`config.mk`:
```
export PLATFORM = sky130hd
export DESIGN_NAME = mem_xfer_ctrl_flat
export DESIGN_NICKNAME = d
export VERILOG_FILES = /design/src/rtl/mem_xfer_ctrl_pkg.sv /design/src/rtl/mem_xfer_ctrl_if.sv /design/src/rtl/mem_xfer_ctrl_xfer_addr_gen.sv /design/src/rtl/mem_xfer_ctrl.sv /design/src/flat_wrapper.sv
export SDC_FILE = /design/constraint.sdc
export NUM_CORES = 1
export LEC_CHECK = 0
export ABC_AREA = 1
export CORE_MARGIN = 2
export CORE_UTILIZATION = 46
export CTS_CLUSTER_SIZE = 14
export DETAILED_ROUTE_END_ITERATION = 7
export PLACE_DENSITY = 0.92
export SYNTH_ARGS = -nofsm -noshare
export SYNTH_HDL_FRONTEND = slang
export SYNTH_SLANG_ARGS = --single-unit
```
`constraint.sdc`:
```
create_clock -name clock -period 1.83 [get_ports clock]
set_clock_uncertainty 0.05 [all_clocks]
set_input_delay 0.549 -clock clock [delete_from_list [all_inputs] [get_ports clock]]
set_output_delay 0.549 -clock clock [all_outputs]
set_load 0.05 [all_outputs]
```
`src/rtl/mem_xfer_ctrl_pkg.sv`:
```
// Shared constants and FSM state type for the memory-to-memory transfer sequencer.
package mem_xfer_ctrl_pkg;

  localparam int unsigned AW_DEF = 4;
  localparam int unsigned DW_DEF = 8;
  localparam int unsigned LW_DEF = 5;

  typedef enum logic [1:0] {
    IDLE = 2'd0,
    RD   = 2'd1,
    WR   = 2'd2,
    FIN  = 2'd3
  } state_t;

endpackage

```
`src/rtl/mem_xfer_ctrl_if.sv`:
```
// Memory-side bus: read port of memory A and write port of memory B.
interface mem_xfer_ctrl_if
  import mem_xfer_ctrl_pkg::*;
#(
  parameter int unsigned AW = AW_DEF,
  parameter int unsigned DW = DW_DEF
) ();

  logic          a_rd_en;
  logic [AW-1:0] a_addr;
  logic [DW-1:0] a_rdata;
  logic          b_wr_en;
  logic [AW-1:0] b_addr;
  logic [DW-1:0] b_wdata;

  modport master (
    output a_rd_en, a_addr, b_wr_en, b_addr, b_wdata,
    input  a_rdata
  );

  modport slave (
    input  a_rd_en, a_addr, b_wr_en, b_addr, b_wdata,
    output a_rdata
  );

endinterface

```
`src/rtl/mem_xfer_ctrl_xfer_addr_gen.sv`:
```
// Source/destination pointers and word counter for one transfer, with last-word flag.
module xfer_addr_gen
  import mem_xfer_ctrl_pkg::*;
#(
  parameter int unsigned AW = AW_DEF,
  parameter int unsigned LW = LW_DEF
) (
  input  logic          clock,
  input  logic          Reset,
  input  logic          load,
  input  logic          clr,
  input  logic          inc,
  input  logic [AW-1:0] src_base,
  input  logic [AW-1:0] dst_base,
  input  logic [LW-1:0] len,
  output logic [AW-1:0] src_ptr,
  output logic [AW-1:0] dst_ptr,
  output logic [LW-1:0] count,
  output logic          last
);

  logic [AW-1:0] src_q, src_d;
  logic [AW-1:0] dst_q, dst_d;
  logic [LW-1:0] len_q, len_d;
  logic [LW-1:0] cnt_q, cnt_d;

  always_comb begin
    src_d = src_q;
    dst_d = dst_q;
    len_d = len_q;
    cnt_d = cnt_q;
    if (load) begin
      src_d = src_base;
      dst_d = dst_base;
      len_d = len;
    end
    if (clr) begin
      cnt_d = '0;
    end else if (inc) begin
      // Pointers wrap naturally at AW bits.
      src_d = src_q + AW'(1);
      dst_d = dst_q + AW'(1);
      cnt_d = cnt_q + LW'(1);
    end
  end

  always_ff @(posedge clock or posedge Reset) begin
    if (Reset) begin
      src_q <= '0;
      dst_q <= '0;
      len_q <= '0;
      cnt_q <= '0;
    end else begin
      src_q <= src_d;
      dst_q <= dst_d;
      len_q <= len_d;
      cnt_q <= cnt_d;
    end
  end

  assign src_ptr = src_q;
  assign dst_ptr = dst_q;
  assign count   = cnt_q;
  assign last    = (cnt_q + LW'(1)) == len_q;

endmodule

```
`src/rtl/mem_xfer_ctrl.sv`:
```
// Sequencer copying LEN words from memory A to memory B, one read then one write per word.
module mem_xfer_ctrl
  import mem_xfer_ctrl_pkg::*;
#(
  parameter int unsigned AW = AW_DEF,
  parameter int unsigned DW = DW_DEF,
  parameter int unsigned LW = LW_DEF
) (
  input  logic                   clock,
  input  logic                   Reset,
  input  logic                   start,
  input  logic                   abort,
  input  logic [AW-1:0]          src_base,
  input  logic [AW-1:0]          dst_base,
  input  logic [LW-1:0]          len,
  mem_xfer_ctrl_if.master        mem,
  output logic                   busy,
  output logic                   done,
  output logic                   aborted,
  output logic [LW-1:0]          xfer_count
);

  state_t        state_q, state_d;
  logic          aborted_q, aborted_d;
  logic [AW-1:0] a_addr_q, a_addr_d;
  logic [AW-1:0] b_addr_q, b_addr_d;

  logic          load, clr, inc, last;
  logic          rd, wr;
  logic [AW-1:0] src_ptr, dst_ptr;
  logic [DW-1:0] wdata;

  xfer_addr_gen #(
    .AW (AW),
    .LW (LW)
  ) u_addr_gen (
    .clock    (clock),
    .Reset    (Reset),
    .load     (load),
    .clr      (clr),
    .inc      (inc),
    .src_base (src_base),
    .dst_base (dst_base),
    .len      (len),
    .src_ptr  (src_ptr),
    .dst_ptr  (dst_ptr),
    .count    (xfer_count),
    .last     (last)
  );

  always_comb begin
    state_d   = state_q;
    aborted_d = 1'b0;
    load      = 1'b0;
    clr       = 1'b0;
    inc       = 1'b0;
    rd        = 1'b0;
    wr        = 1'b0;
    unique case (state_q)
      IDLE: begin
        if (start) begin
          clr = 1'b1;
          if (len != '0) begin
            load    = 1'b1;
            state_d = RD;
          end else begin
            state_d = FIN;
          end
        end
      end
      RD: begin
        rd = 1'b1;
        if (abort) begin
          aborted_d = 1'b1;
          state_d   = IDLE;
        end else begin
          state_d = WR;
        end
      end
      WR: begin
        // The write in an aborting WR cycle still lands and is counted.
        wr  = 1'b1;
        inc = 1'b1;
        if (abort) begin
          aborted_d = 1'b1;
          state_d   = IDLE;
        end else if (last) begin
          state_d = FIN;
        end else begin
          state_d = RD;
        end
      end
      FIN: state_d = IDLE;
      default: state_d = IDLE;
    endcase
    a_addr_d = rd ? src_ptr : a_addr_q;
    b_addr_d = wr ? dst_ptr : b_addr_q;
  end

  always_ff @(posedge clock or posedge Reset) begin
    if (Reset) begin
      state_q   <= IDLE;
      aborted_q <= 1'b0;
      a_addr_q  <= '0;
      b_addr_q  <= '0;
    end else begin
      state_q   <= state_d;
      aborted_q <= aborted_d;
      a_addr_q  <= a_addr_d;
      b_addr_q  <= b_addr_d;
    end
  end

  assign wdata = wr ? mem.a_rdata : '0;

  assign mem.a_rd_en = rd;
  assign mem.a_addr  = a_addr_d;
  assign mem.b_wr_en = wr;
  assign mem.b_addr  = b_addr_d;
  assign mem.b_wdata = wdata;

  assign busy    = (state_q == RD) || (state_q == WR);
  assign done    = (state_q == FIN);
  assign aborted = aborted_q;

endmodule

```
`src/flat_wrapper.sv`:
```
// flat-port wrapper written by rule: the top's interface ports become plain ports
module mem_xfer_ctrl_flat import mem_xfer_ctrl_pkg::*;
#(
  parameter int unsigned AW = AW_DEF,
  parameter int unsigned DW = DW_DEF,
  parameter int unsigned LW = LW_DEF
)
  (clock, Reset, start, abort, src_base, dst_base, len, busy, done, aborted, xfer_count, mem_a_rd_en, mem_a_addr, mem_b_wr_en, mem_b_addr, mem_b_wdata, mem_a_rdata);
  mem_xfer_ctrl_if #(.AW(AW), .DW(DW)) mem_i ();
  input  logic clock;
  input  logic Reset;
  input  logic start;
  input  logic abort;
  input  logic [AW-1:0] src_base;
  input  logic [AW-1:0] dst_base;
  input  logic [LW-1:0] len;
  output logic busy;
  output logic done;
  output logic aborted;
  output logic [LW-1:0] xfer_count;
  output wire logic [$bits(mem_i.a_rd_en)-1:0] mem_a_rd_en;
  output wire logic [$bits(mem_i.a_addr)-1:0] mem_a_addr;
  output wire logic [$bits(mem_i.b_wr_en)-1:0] mem_b_wr_en;
  output wire logic [$bits(mem_i.b_addr)-1:0] mem_b_addr;
  output wire logic [$bits(mem_i.b_wdata)-1:0] mem_b_wdata;
  input wire logic [$bits(mem_i.a_rdata)-1:0] mem_a_rdata;
  assign mem_a_rd_en = mem_i.a_rd_en;
  assign mem_a_addr = mem_i.a_addr;
  assign mem_b_wr_en = mem_i.b_wr_en;
  assign mem_b_addr = mem_i.b_addr;
  assign mem_b_wdata = mem_i.b_wdata;
  assign mem_i.a_rdata = mem_a_rdata;
  mem_xfer_ctrl #(.AW(AW), .DW(DW), .LW(LW)) u_core (.clock(clock), .Reset(Reset), .start(start), .abort(abort), .src_base(src_base), .dst_base(dst_base), .len(len), .mem(mem_i), .busy(busy), .done(done), .aborted(aborted), .xfer_count(xfer_count));
endmodule
```
==> results.md <==
- Combined area of all synthesized cells: approximately 1600 sq um
- Min setup slack post-route: -0.303 ns
- Final setup violation count: 19
- Layout area overhead: 82.2%
- Share of the synthesized area in compound gates (AO/OA/AOI/OAI): 10.5%
- Number of buffers created by CTS: 5
- Total global routing track utilization: 27.4%
- Number of iterations in the first detailed-routing pass: 4
- Slew at the pin closest to its max-slew limit: 0.368 ns
- Detailed-placement wirelength estimate: approximately 3500 microns
- Maximum vdd ir drop: 0.00179 V
- Number of antenna violations at the first check in global routing: 0
- Die area: 3890 sq um
- Final period utilization: 117%
- Static Leak: 1.29 nW
- Met3 wirelength from detailed routing: 303 microns
- Power after layout: 5.57 mW
- Number of instances in the synthesized netlist: ~200
- RePlAce Congestion: 0.826
- H-tree lvl count: 2
- Detailed-route DRC error count: 0
- DP Cell Count: around 300
- WL/cell: 16.2 microns
- Multiplexer fraction of the synthesized cell area: approximately 2.2%
- Fill count: between 150 and 200
- Average instance area after synthesis: 8.04 sq um
- Kind of start point of the critical path: flop
- Final Net Count: ~310
- Setup slack at placement: -0.144 ns
- Pin count of the biggest net entering global routing: 30
- Final count of pins violating max slew: 0
- Clock buffer depth: 2
- Max-slew headroom at the worst pin: between 70% and 80%
- Pwr/cell area: around 1900 nW/um^2
- Number of warnings reported in the yosys synthesis log: 0
- Combinational family with the most area after synthesis: simple AND/OR/NAND/NOR gates
- Sort of element at the end of the critical path: output port
- Status: finished, violations left
- First-pass GRT wire length: 8260 microns
- Number of clock sinks seen by CTS: 29
- Net Count, Synth: 228
- Violation count after the first detailed-route iteration: ~140
- Max_cap viols: 0
- Simple logic cell fraction of the synthesized area: 23.3%
- Routed metal-1 wirelength: about 1800 microns
- Hold Slack: between 0.4 and 0.5 ns
- Share of layout cells above drive strength 1: 38.9%
- Detail Route Antenna Nets: 0
- Number of placement rows: 21
- Routed via count divided by cell count: between 5 and 6
- Clock Root Buffer: clkbuf_4
- Synthesis-stage register bit count: 29
- Initial cell density of the core: 47.4%
- Final cell count without fillers: 321
- Critical path data arrival time: 1.53 ns
- Count of vias placed by the detailed router: 1730
- Count of buffers from port buffering: 50
- Die outline width: 62.4 microns
- Post-Synth XOR/XNOR Area: 1.68%
- Via count of the first global-routing pass: around 1800
- Number of hold violations in the final report: 0
- Violations in the final reports: setup timing
- Highest metal used: met4
- Synth cell types: 25
- Insertion delay to the later sink of the worst-skew pair: 0.34 ns
- Clock period minus final worst setup slack: between 2 and 2.5 ns
- Upper clock frequency limit: 469 MHz
- CP Class: flop to output port
- Total core area: roughly 3300 sq um
- Clock edge transition at the registers on the reported setup and hold paths: approximately 0.10 ns
- Met2 wire length: 2910 microns
- Die Span Y: 62.4 microns
- CTS tree: built
- Hold crit path type: flop to flop
- Crit Path Max Fanout: 5
- Adder-cell share of the synthesized area: 6.38%
- Number of antenna repair diodes: 0
- Setup repair after global routing missed its margin: true
- Worst Path Required: 1.23 ns
- Remaining global-route overflow: 0
- Top Ports: between 50 and 60
- Post-detailed-routing wire length: around 5200 microns
- Sequential fraction of the synthesis area: 46.3%
logic make-up (layout without fill, tap and decap cells):
group                      after synthesis  after routing
and+or+nand+nor                         85             85
buffers and inverters                   37            117
AOI/OAI and AO/OA                       30             30
DFF                                     29             29
adders and majority gates                8              8
xor gates and xnor gates                 3              3
muxes                                    3              3
flip-flops by register name (all words and copies together), names as in the netlist:
register and flops:
u_core.a_addr_q 4, u_core.u_addr_gen.dst_ptr 4, u_core.state_q 2, u_core.u_addr_gen.len_q 5
u_core.u_addr_gen.src_ptr 4, u_core.aborted 1, u_core.u_addr_gen.count 5, u_core.b_addr_q 4
layout by cell type, fill, tap and decap left out, types with 8 or more instances in the layout:
cell,instances
nand3_1,13
buf_4,16
dfrtp_1,27
buf_6,10
o21ai_0,11
buf_12,25
nand2_2,9
clkdlybuf4s50_1,24
nand2_1,38
inv_1,19
clkinvlp_4,8
through the flow:
stage | TNS, ns | area, sq um | utilization [%]
floorplan | -0.180 | 1670 | -
global placement | -0.722 | 2560 | 77.2
detailed placement | -1.53 | 2560 | 77.2
CTS | -4.93 | 2780 | 83.9
global route | -6.33 | 2860 | 86.3
finish | -5.04 | 2860 | 86.3
per-layer routing:
metal,vias to the layer above,global-route usage (%)
met1,821,29.4
met5,-,0
li1,788,-
met4,0,12.8
met2,97,50.5
met3,24,6.67
final cells by class:
type	count	area, sq um	area share (%)
Clock inverter	2	10.0	0.350
Multi-Input combinational cell	129	870	30.4
Timing Repair Buffer	76	988	34.6
Tap cell	46	57.6	2.01
Clock buffer	6	41.3	1.45
Inverter	33	161	5.65
Sequential cell	29	728	25.5
cell usage after synthesis, drive strengths merged:
master / instances / area share (%)
a21oi: 7 / 2.2
a31oi: 3 / 1.2
buf: 3 / 1.5
clkbuf: 1 / 0.24
dfrtp: 29 / 46
ha: 8 / 6.4
inv: 33 / 7.9
mux2: 3 / 2.2
nand2: 54 / 13
nand3: 14 / 4.5
nand3b: 1 / 0.48
nand4: 4 / 1.6
nor2: 10 / 3.0
nor3: 2 / 0.64
o211ai: 1 / 0.80
o21ai: 16 / 5.1
o22ai: 3 / 1.2
xnor2: 3 / 1.7
report_power, final:
part           internal [mW]  switching, mW
clock                  0.146          0.240
combinational           1.83           2.15
sequential             0.931          0.272
total                   2.91           2.66
timing repair:
item / 4_1_cts / 5_1_grt
pin swaps: 5 / 5
setup endpoints to repair: 21 / 23
gates cloned: 0 / 0
hold buffers: 0 / 0
setup buffers: 5 / 4
resized for setup: 32 / 16
worst max-delay path, cell delays in order, from the launching register on:
cell	delay (ns)
dfrtp_2	0.46
inv_2	0.09
ha_4	0.18
mux2_4	0.32
buf_6	0.16
path summary, 6_finish.rpt:
check                                    from                            to  slack [ns]  cells after the start
max in group asynchronous               Reset             u_core.state_q[0]        0.88                      3
min reg2reg                u_core.a_addr_q[3]            u_core.a_addr_q[3]        0.47                      1
min in group asynchronous               Reset    u_core.u_addr_gen.count[0]        0.56                      3
max                         u_core.state_q[1]                 mem_a_addr[2]       -0.30                      4
max reg2reg                 u_core.state_q[0]  u_core.u_addr_gen.dst_ptr[3]        0.05                     10
min                        u_core.a_addr_q[3]            u_core.a_addr_q[3]        0.47                      1
No activity file was read; power rests on OpenSTA's default activity.
